## src/rtl/bp_clint_multicore.sv

```systemverilog
// Core-local interruptor for num_core_p harts: per-core msip/mtimecmp, a shared prescaled mtime,
// and a one-request-in-flight bus port that has a one-cycle response latency.
module bp_clint_multicore #(
  parameter int unsigned num_core_p    = 2,
  parameter int unsigned paddr_width_p = 56,
  parameter int unsigned data_width_p  = 64,
  parameter int unsigned mtime_div_p   = 1
) (
  input  logic                     clk_i,
  input  logic                     reset_n_i,
  input  logic                     req_v_i,
  output logic                     req_ready_o,
  input  logic                     req_w_i,
  input  logic [paddr_width_p-1:0] req_addr_i,
  input  logic                     req_size_i,
  input  logic [data_width_p-1:0]  req_data_i,
  output logic                     resp_v_o,
  input  logic                     resp_ready_i,
  output logic [data_width_p-1:0]  resp_data_o,
  output logic                     resp_err_o,
  output logic [num_core_p-1:0]    software_irq_o,
  output logic [num_core_p-1:0]    timer_irq_o
);

  localparam int unsigned    DivW     = (mtime_div_p > 1) ? $clog2(mtime_div_p) : 1;
  localparam logic [DivW-1:0] DivLast = DivW'(mtime_div_p - 1);

  localparam logic [0:0] StIdle = 1'b0;
  localparam logic [0:0] StResp = 1'b1;

  localparam logic [23:0] MtimecmpOff = 24'h00_4000;
  localparam logic [23:0] MtimeOff    = 24'h00_bff8;

  logic [0:0]                   state_q, state_d;
  logic [63:0]                  resp_data_q, resp_data_d;
  logic                         resp_err_q, resp_err_d;
  logic [63:0]                  mtime_q, mtime_d;
  logic [DivW-1:0]              presc_q, presc_d;
  logic [num_core_p-1:0]        msip_q, msip_d;
  logic [num_core_p-1:0][63:0]  mtimecmp_q, mtimecmp_d;
  logic [num_core_p-1:0]        timer_irq_q, timer_irq_d;

  logic [23:0]           off;
  logic [20:0]           cmp_word;
  logic                  hit, misaligned, in_msip, in_cmp, in_mtime, upper;
  logic [num_core_p-1:0] msip_hit, cmp_hit;
  logic                  mtime_hit, dec_err, tick, do_wr;
  logic [63:0]           rd_data;

  function automatic logic [63:0] rd_sel(input logic [63:0] v, input logic size8,
                                         input logic hi);
    if (size8)   return v;
    else if (hi) return {32'b0, v[63:32]};
    else         return {32'b0, v[31:0]};
  endfunction

  // A 4B write replaces only the addressed half of the 64b register.
  function automatic logic [63:0] wr_merge(input logic [63:0] old, input logic [63:0] wd,
                                           input logic size8, input logic hi);
    if (size8)   return wd;
    else if (hi) return {wd[31:0], old[31:0]};
    else         return {old[63:32], wd[31:0]};
  endfunction

  assign off        = req_addr_i[23:0];
  assign cmp_word   = off[23:3] - MtimecmpOff[23:3];
  assign upper      = off[2];
  assign hit        = (req_addr_i[paddr_width_p-1:24] == (paddr_width_p-24)'(8'h02));
  assign misaligned = req_size_i ? (off[2:0] != 3'b000) : (off[1:0] != 2'b00);
  assign in_msip    = (off < MtimecmpOff);
  assign in_cmp     = (off >= MtimecmpOff) && (off < MtimeOff);
  assign in_mtime   = (off[23:3] == MtimeOff[23:3]);

  always_comb begin
    msip_hit  = '0;
    cmp_hit   = '0;
    rd_data   = '0;
    mtime_hit = hit && !misaligned && in_mtime;
    for (int i = 0; i < int'(num_core_p); i++) begin
      msip_hit[i] = hit && !misaligned && in_msip && !req_size_i && (off[23:2] == 22'(i));
      cmp_hit[i]  = hit && !misaligned && in_cmp && (cmp_word == 21'(i));
      if (msip_hit[i]) rd_data = {63'b0, msip_q[i]};
      if (cmp_hit[i])  rd_data = rd_sel(mtimecmp_q[i], req_size_i, upper);
    end
    if (mtime_hit) rd_data = rd_sel(mtime_q, req_size_i, upper);
    dec_err = !(|msip_hit || |cmp_hit || mtime_hit);
  end

  always_comb begin
    state_d     = state_q;
    resp_data_d = resp_data_q;
    resp_err_d  = resp_err_q;
    msip_d      = msip_q;
    mtimecmp_d  = mtimecmp_q;
    tick        = (presc_q == DivLast);
    presc_d     = tick ? '0 : presc_q + 1'b1;
    mtime_d     = tick ? mtime_q + 64'd1 : mtime_q;
    do_wr       = (state_q == StIdle) && req_v_i && req_w_i && !dec_err;

    for (int i = 0; i < int'(num_core_p); i++) begin
      timer_irq_d[i] = (mtime_q >= mtimecmp_q[i]);
    end

    case (state_q)
      StIdle: begin
        if (req_v_i) begin
          state_d     = StResp;
          resp_err_d  = dec_err;
          resp_data_d = (req_w_i || dec_err) ? 64'd0 : rd_data;
        end
      end
      StResp: begin
        if (resp_ready_i) state_d = StIdle;
      end
      default: state_d = StIdle;
    endcase

    // A software mtime write overrides that cycle's tick; the prescaler keeps running.
    if (do_wr) begin
      for (int i = 0; i < int'(num_core_p); i++) begin
        if (msip_hit[i]) msip_d[i] = req_data_i[0];
        if (cmp_hit[i])  mtimecmp_d[i] = wr_merge(mtimecmp_q[i], req_data_i, req_size_i, upper);
      end
      if (mtime_hit) mtime_d = wr_merge(mtime_q, req_data_i, req_size_i, upper);
    end
  end

  always_ff @(posedge clk_i or negedge reset_n_i) begin
    if (!reset_n_i) begin
      state_q     <= StIdle;
      resp_data_q <= '0;
      resp_err_q  <= 1'b0;
      mtime_q     <= '0;
      presc_q     <= '0;
      msip_q      <= '0;
      mtimecmp_q  <= '1;
      timer_irq_q <= '0;
    end else begin
      state_q     <= state_d;
      resp_data_q <= resp_data_d;
      resp_err_q  <= resp_err_d;
      mtime_q     <= mtime_d;
      presc_q     <= presc_d;
      msip_q      <= msip_d;
      mtimecmp_q  <= mtimecmp_d;
      timer_irq_q <= timer_irq_d;
    end
  end

  assign req_ready_o    = (state_q == StIdle);
  assign resp_v_o       = (state_q == StResp);
  assign resp_data_o    = resp_data_q;
  assign resp_err_o     = resp_err_q;
  assign software_irq_o = msip_q;
  assign timer_irq_o    = timer_irq_q;

endmodule

```

## config.mk

```make
export PLATFORM = sky130hd
export DESIGN_NAME = bp_clint_multicore
export DESIGN_NICKNAME = d
export VERILOG_FILES = /design/src/rtl/bp_clint_multicore.sv
export SDC_FILE = /design/constraint.sdc
export NUM_CORES = 1
export LEC_CHECK = 0
export BUFFER_PORTS_ARGS = -buffer_cell sky130_fd_sc_hd__buf_2
export CAP_MARGIN = 10
export CELL_PAD_IN_SITES_DETAIL_PLACEMENT = 2
export CELL_PAD_IN_SITES_GLOBAL_PLACEMENT = 2
export CORE_ASPECT_RATIO = 1.25
export CORE_MARGIN = 5
export CORE_UTILIZATION = 37
export DETAILED_ROUTE_END_ITERATION = 8
export HOLD_SLACK_MARGIN = 0.08
export PLACE_DENSITY_LB_ADDON = 0.1
export SLEW_MARGIN = 20
export SYNTH_ARGS = -nofsm -noshare
export SYNTH_HDL_FRONTEND = slang
export SYNTH_SLANG_ARGS = --single-unit
```

## constraint.sdc

```tcl
create_clock -name clk_i -period 2.9 [get_ports clk_i]
set_input_delay 0.29 -clock clk_i [delete_from_list [all_inputs] [get_ports clk_i]]
set_output_delay 0.29 -clock clk_i [all_outputs]
set_load 0.02 [all_outputs]
```

======== Word level (Yosys, flattened, before mapping) ========
Cells that the tools add are included.
Widths: inputs -> output; s select.
cells by class
  add/subtract/negate cells ............... 3
  order comparisons ....................... 5
  equality and inequality tests ........... 7
  muxes and demuxes ....................... 22
  bitwise operators ....................... 1
  reductions and logical operators ........ 33
operators by type and width
  kind                    number
  $mux 64                 13
  $ge 64x64->1            2
  $mux 32                 3
  $add 64x1->64 const B   1
  $eq 32x2->1 const B     1
  $ge 24x15->1 const B    1
  $lt 24x15->1 const B    1
  $lt 24x16->1 const B    1
  $eq 22x1->1 const B     1
  $logic_not 22->1        1
  $eq 21x1->1 const B     1
  $eq 21x13->1 const B    1
  $logic_not 21->1        1
  $sub 21x12->21 const B  1
  $logic_and 1x1->1       13
  $reduce_and 3->1        4
  $ne 4x4->1 const B      2
  $reduce_and 2->1        3
  $mux 1                  5
  $reduce_bool 2->1       2
  $reduce_or 2->1         2
  $logic_not 1->1         3
  $logic_or 1x1->1        3
  $reduce_bool 3->1       1
  other kinds (4)         4
word-level totals
  bits in registers ....................... 263
  bits of input ports ..................... 126

======== Depth between registers and ports, before layout ========
  depth in word-level cells ............... 13
  gate-level depth with buffers ........... 11
  depth with buffers taken out ............ 9

======== Worst setup path before layout ========
OpenSTA, ideal clock, no wires.
  path kind ............................... register -> register
  start point ............................. reg mtimecmp_q[35] (netlist name)
  end point ............................... reg timer_irq_q[0] (netlist: timer_irq_o[0])
  library setup time ...................... 0.140 ns
  data arrival time ....................... 2.169 ns
  data required time ...................... 2.760 ns
  slack ................................... 0.591 ns
  stages on the path, launching flop included .. 9
  buffers on the path ..................... 0
  period minus slack after synthesis ...... 2.309 ns
  cell sequence ........................... dfstp_2 inv_1 ha_1 a2111oi_0 o21ai_0 a31o_2 a21o_1 a2111oi_0 o211ai_1
between the ends
  word-level cells in the longest chain between the ends .. 1
RTL lines
  item                      RTL line  RTL
  start, declared           40        logic [num_core_p-1:0][63:0] mtimecmp_q, mtimecmp_d;
  start signal, assigned    145       mtimecmp_q <= mtimecmp_d;
  $ge 64x64->1              101       timer_irq_d[i] = (mtime_q >= mtimecmp_q[i]);
  named net timer_irq_d[0]  41        logic [num_core_p-1:0] timer_irq_q, timer_irq_d;
  end signal, assigned      146       timer_irq_q <= timer_irq_d;
  end, declared             41
The timed path passes the listed nets, and every way through them passes these cells.
A chain may end at the register's enable or synchronous reset.

======== Worst setup path after layout ========
  start point ............................. reg mtimecmp_q[27] (netlist name)
  end point ............................... reg timer_irq_q[0] (netlist: timer_irq_o[0])
The elaborated chain is that of the path after synthesis.

==> qor.yml <==
outcome:
  run_status: "completed"
routing:
  viasPerCell: 6.082
  ant_nets: 0
  via_count: 16780
  drt-initial-drc-count: 943
  dr.pass1.iters: 6
  drc: 0
  wl_per_cell_um: 29.00
  finalWirelength_mm: 79.97
power:
  clockPowerShare_pct: 51.3
  intPower_uw: 6500
  power_switching_uw: 2240
  switching_share_pct: 25.62
  p_comb_share_pct: 6.6
  leakage_uw: 0.008632
  power_density_nw_per_um2: 426.9
  ir_drop_uv: 433.7
  power.share.sequential_pct: 42.1
die:
  pin_count: 197
  start_util_pct: 37.19
  dieWidth_um: 199.9
  fp.coreArea_um2: 44850
  rows: 87
  die_h_um: 247.4
  die-area_um2: 49460
yosys:
  synth_edf_count: 0
  yosys_warnings: 0
  synth.area.top_cells: "dfstp_2 20%, dfrtp_1 20%, ha_1 9.9%"
  yosys.area.top_type_share_pct: 20.16
  netlist_area_um2: 16680
  ys_seq_elements: 262
  syn_avg_cell_area_um2: 8.901
  synth_top_area_cell: "dfstp_2"
  syn_inst: 1874
  synth-seq-area-share_pct: 40.26
  ys_types: 68
  synth_nets: 2132
  ys.flop_type: "dfrtp_1"
  synthArstFlopShare_pct: 100.0
critical_path:
  r2r-end: "timer_irq_o[0]"
  cp_data_required_time_ns: 3.30
  reg2reg_from: "mtimecmp_q[27]"
  crit_type: "reg2reg"
  cp-end-kind: "register"
  path_max_fanout: 3
  regToRegSetupSlack_ns: 0.12
  worstPathArrival_ns: 3.18
  start_kind: "register"
  reg2reg_depth: 9
timing:
  clock_skew_ns: 0.02445
  finalSetupTns_ns: 0
  period_needed_ns: 2.779
  fin_crit_sh_pct: 95.82
  slew_headroom_pct: 40.85
  finalSetupViolCount: 0
  finalHoldViolations: 0
  slew_violations: 0
  tightest_slew_ns: 0.8873
  rsz0062_at_grt: "false"
  max_clock_freq_mhz: 359.9
place:
  gp_congestion: 0.9119
  postPlaceCellArea_um2: 18980
  port-buffer-count: 196
  dp_hpwl_mm: 60.31
  place_inst: 2665
grt:
  use_met2_pct: 58.77
  first_global_vias: 18770
  antenna_found_initial: 2
  grt.busiest_layer: "met2"
  grt_use_met1_pct: 34.11
  track_usage_pct: 31.89
  grt_pass1_wl_mm: 118.0
  use_met3_pct: 4.033
  grt_max_degree: 77
  gr-total-overflow: 0
hold_path:
  hold-path-endpoint: "mtimecmp_q[64]"
  hold_path_depth: 2
  hold_path_class: "in2reg"
  hold_path.startpoint: "req_data_i[0]"
cells_and_area:
  mostFrequentLayoutCells: "219 x a21oi_1, 217 x nor2_1, 195 x buf_2"
  layoutNonFillerInstCount: 2758
  final_area_um2: 20470
  drive_above_1_share_pct: 26.61
  fill_cells: 4953
  antennaDiodeCount: 0
  finish.utilization_pct: 45.65
  layout.nets: 2413
  areaGrowthSynthToFinish_pct: 22.72
  final_common_cell: "a21oi_1"
clocking:
  htreeDepth: 2
  cts.sinks: 262
  cts_buffer_depth: 3
  clk_pin_slew_ns: 0.06
  cts_tree: "built"
  clockRootBuffer: "clkbuf_16"
  clkLatencyLatePin_ns: 0.56
  cts_buffers: 34
run:
  maxCapViolations: 0
==> layer usage <==
layer / up-vias / share of wire, %
li1: 7399 / -
met1: 8647 / 36
met2: 496 / 53
met3: 233 / 3.7
met4: 0 / 7.6
met5: - / 0
==> registers in the layout (all words and copies together), names as in the netlist <==
name and flops:
mtime_q 64, mtimecmp_q 128, resp_data_o 64, resp_err_o 1, resp_v_o 1, software_irq_o 2, timer_irq_o 2
==> power groups by stage <==
stage          registers (uW)  clock network (uW)  logic [uW]
2_1_floorplan            3740                   0         148
3_3_place_gp             3740                   0         533
3_5_place_dp             3740                   0         543
4_1_cts                  3680                4580         579
5_1_grt                  3680                4740         613
6_report                 3680                4480         581
==> final cells by class <==
| class | count | area, um2 | area share, % |
|---|---|---|---|
| clock inverter | 11 | 127.6 | 0.6234 |
| timing repair buffer | 351 | 2372 | 11.59 |
| sequential | 262 | 6718 | 32.82 |
| clock buffer | 50 | 1032 | 5.042 |
| tap | 578 | 723.2 | 3.533 |
| multi-input combinational | 1360 | 8950 | 43.72 |
| inverter | 146 | 548.0 | 2.677 |
==> timing repair <==
action / in CTS / in global routing
resized for setup: 0 / 3
hold buffers: 32 / 0
buffers inserted: 0 / 0
setup endpoints to repair: 0 / 3
hold endpoints to repair: 98 / 0
==> kinds of logic (layout without fill, tap and decap cells) <==
logic type      count (synthesis)  after routing  synth area share, %
fa+ha+maj                     132            132                9.901
compound gates                568            568                22.52
xor+xnor                        1              1              0.05251
buf+inv                       252            558                6.271
simple gates                  587            587                16.14
mux                            72             72                4.853
flops                         262            262                40.26
==> critical path, stage by stage (launching register included) <==
cell and delay, ns:
dfstp_2 0.53, inv_1 0.09, ha_1 0.33, a2111oi_0 0.46, o21ai_0 0.18, a31oi_1 0.21, nor2b_1 0.13, o311ai_0 0.33
a31o_2 0.25, o211ai_1 0.12
==> synthesized netlist by cell type (3+ instances only) <==
cell and n:
o211ai_1 12, buf_2 32, mux2_2 51, nand4_1 33
nand2_1 188, o32a_1 3, a221oi_1 8, a311oi_1 12
a2111oi_0 8, a221o_1 34, o21ai_0 75, nor2b_1 6
a31o_2 3, a32o_1 6, nor3_1 24, inv_1 146
dfrtp_1 134, and3_1 20, o221ai_1 31, ha_1 132
mux2_1 20, nand3_1 36, nand2b_1 6, and2_1 5
nor4_1 20, o21a_1 5, a22oi_1 66, a21o_1 11
a31oi_1 4, dfstp_2 128, o31ai_1 4, buf_6 5
a21oi_1 219, and4_1 12, nor2_1 218, a211oi_1 41
clkbuf_1 62, buf_4 6, nor3_4 3, o22ai_1 6
o31a_1 3, nor4_2 3
==> metrics by stage <==
stage | worst slack, ns | hold WS [ns] | power [uW]
after floorplan | 0.5907 | -0.005591 | 3888
after global placement | 0.2224 | 0.3225 | 4269
after detailed placement | 0.1388 | 0.3281 | 4279
after CTS | 0.1498 | 0.09253 | 8833
after global routing | 0.008412 | 0.1183 | 9027
final | 0.1211 | 0.1176 | 8740
==> worst max-delay path by stage <==
stage                   startpoint         endpoint  depth (start not counted)
finish              mtimecmp_q[27]   timer_irq_o[0]                          9
global route        mtimecmp_q[35]   timer_irq_o[0]                          8
CTS                    mtime_q[32]      mtime_q[58]                          7
detailed placement  req_addr_i[14]  resp_data_o[36]                         10
global placement    req_addr_i[14]  resp_data_o[32]                         10
floorplan           mtimecmp_q[35]   timer_irq_o[0]                          8
No activity file was read; power rests on OpenSTA's default activity.
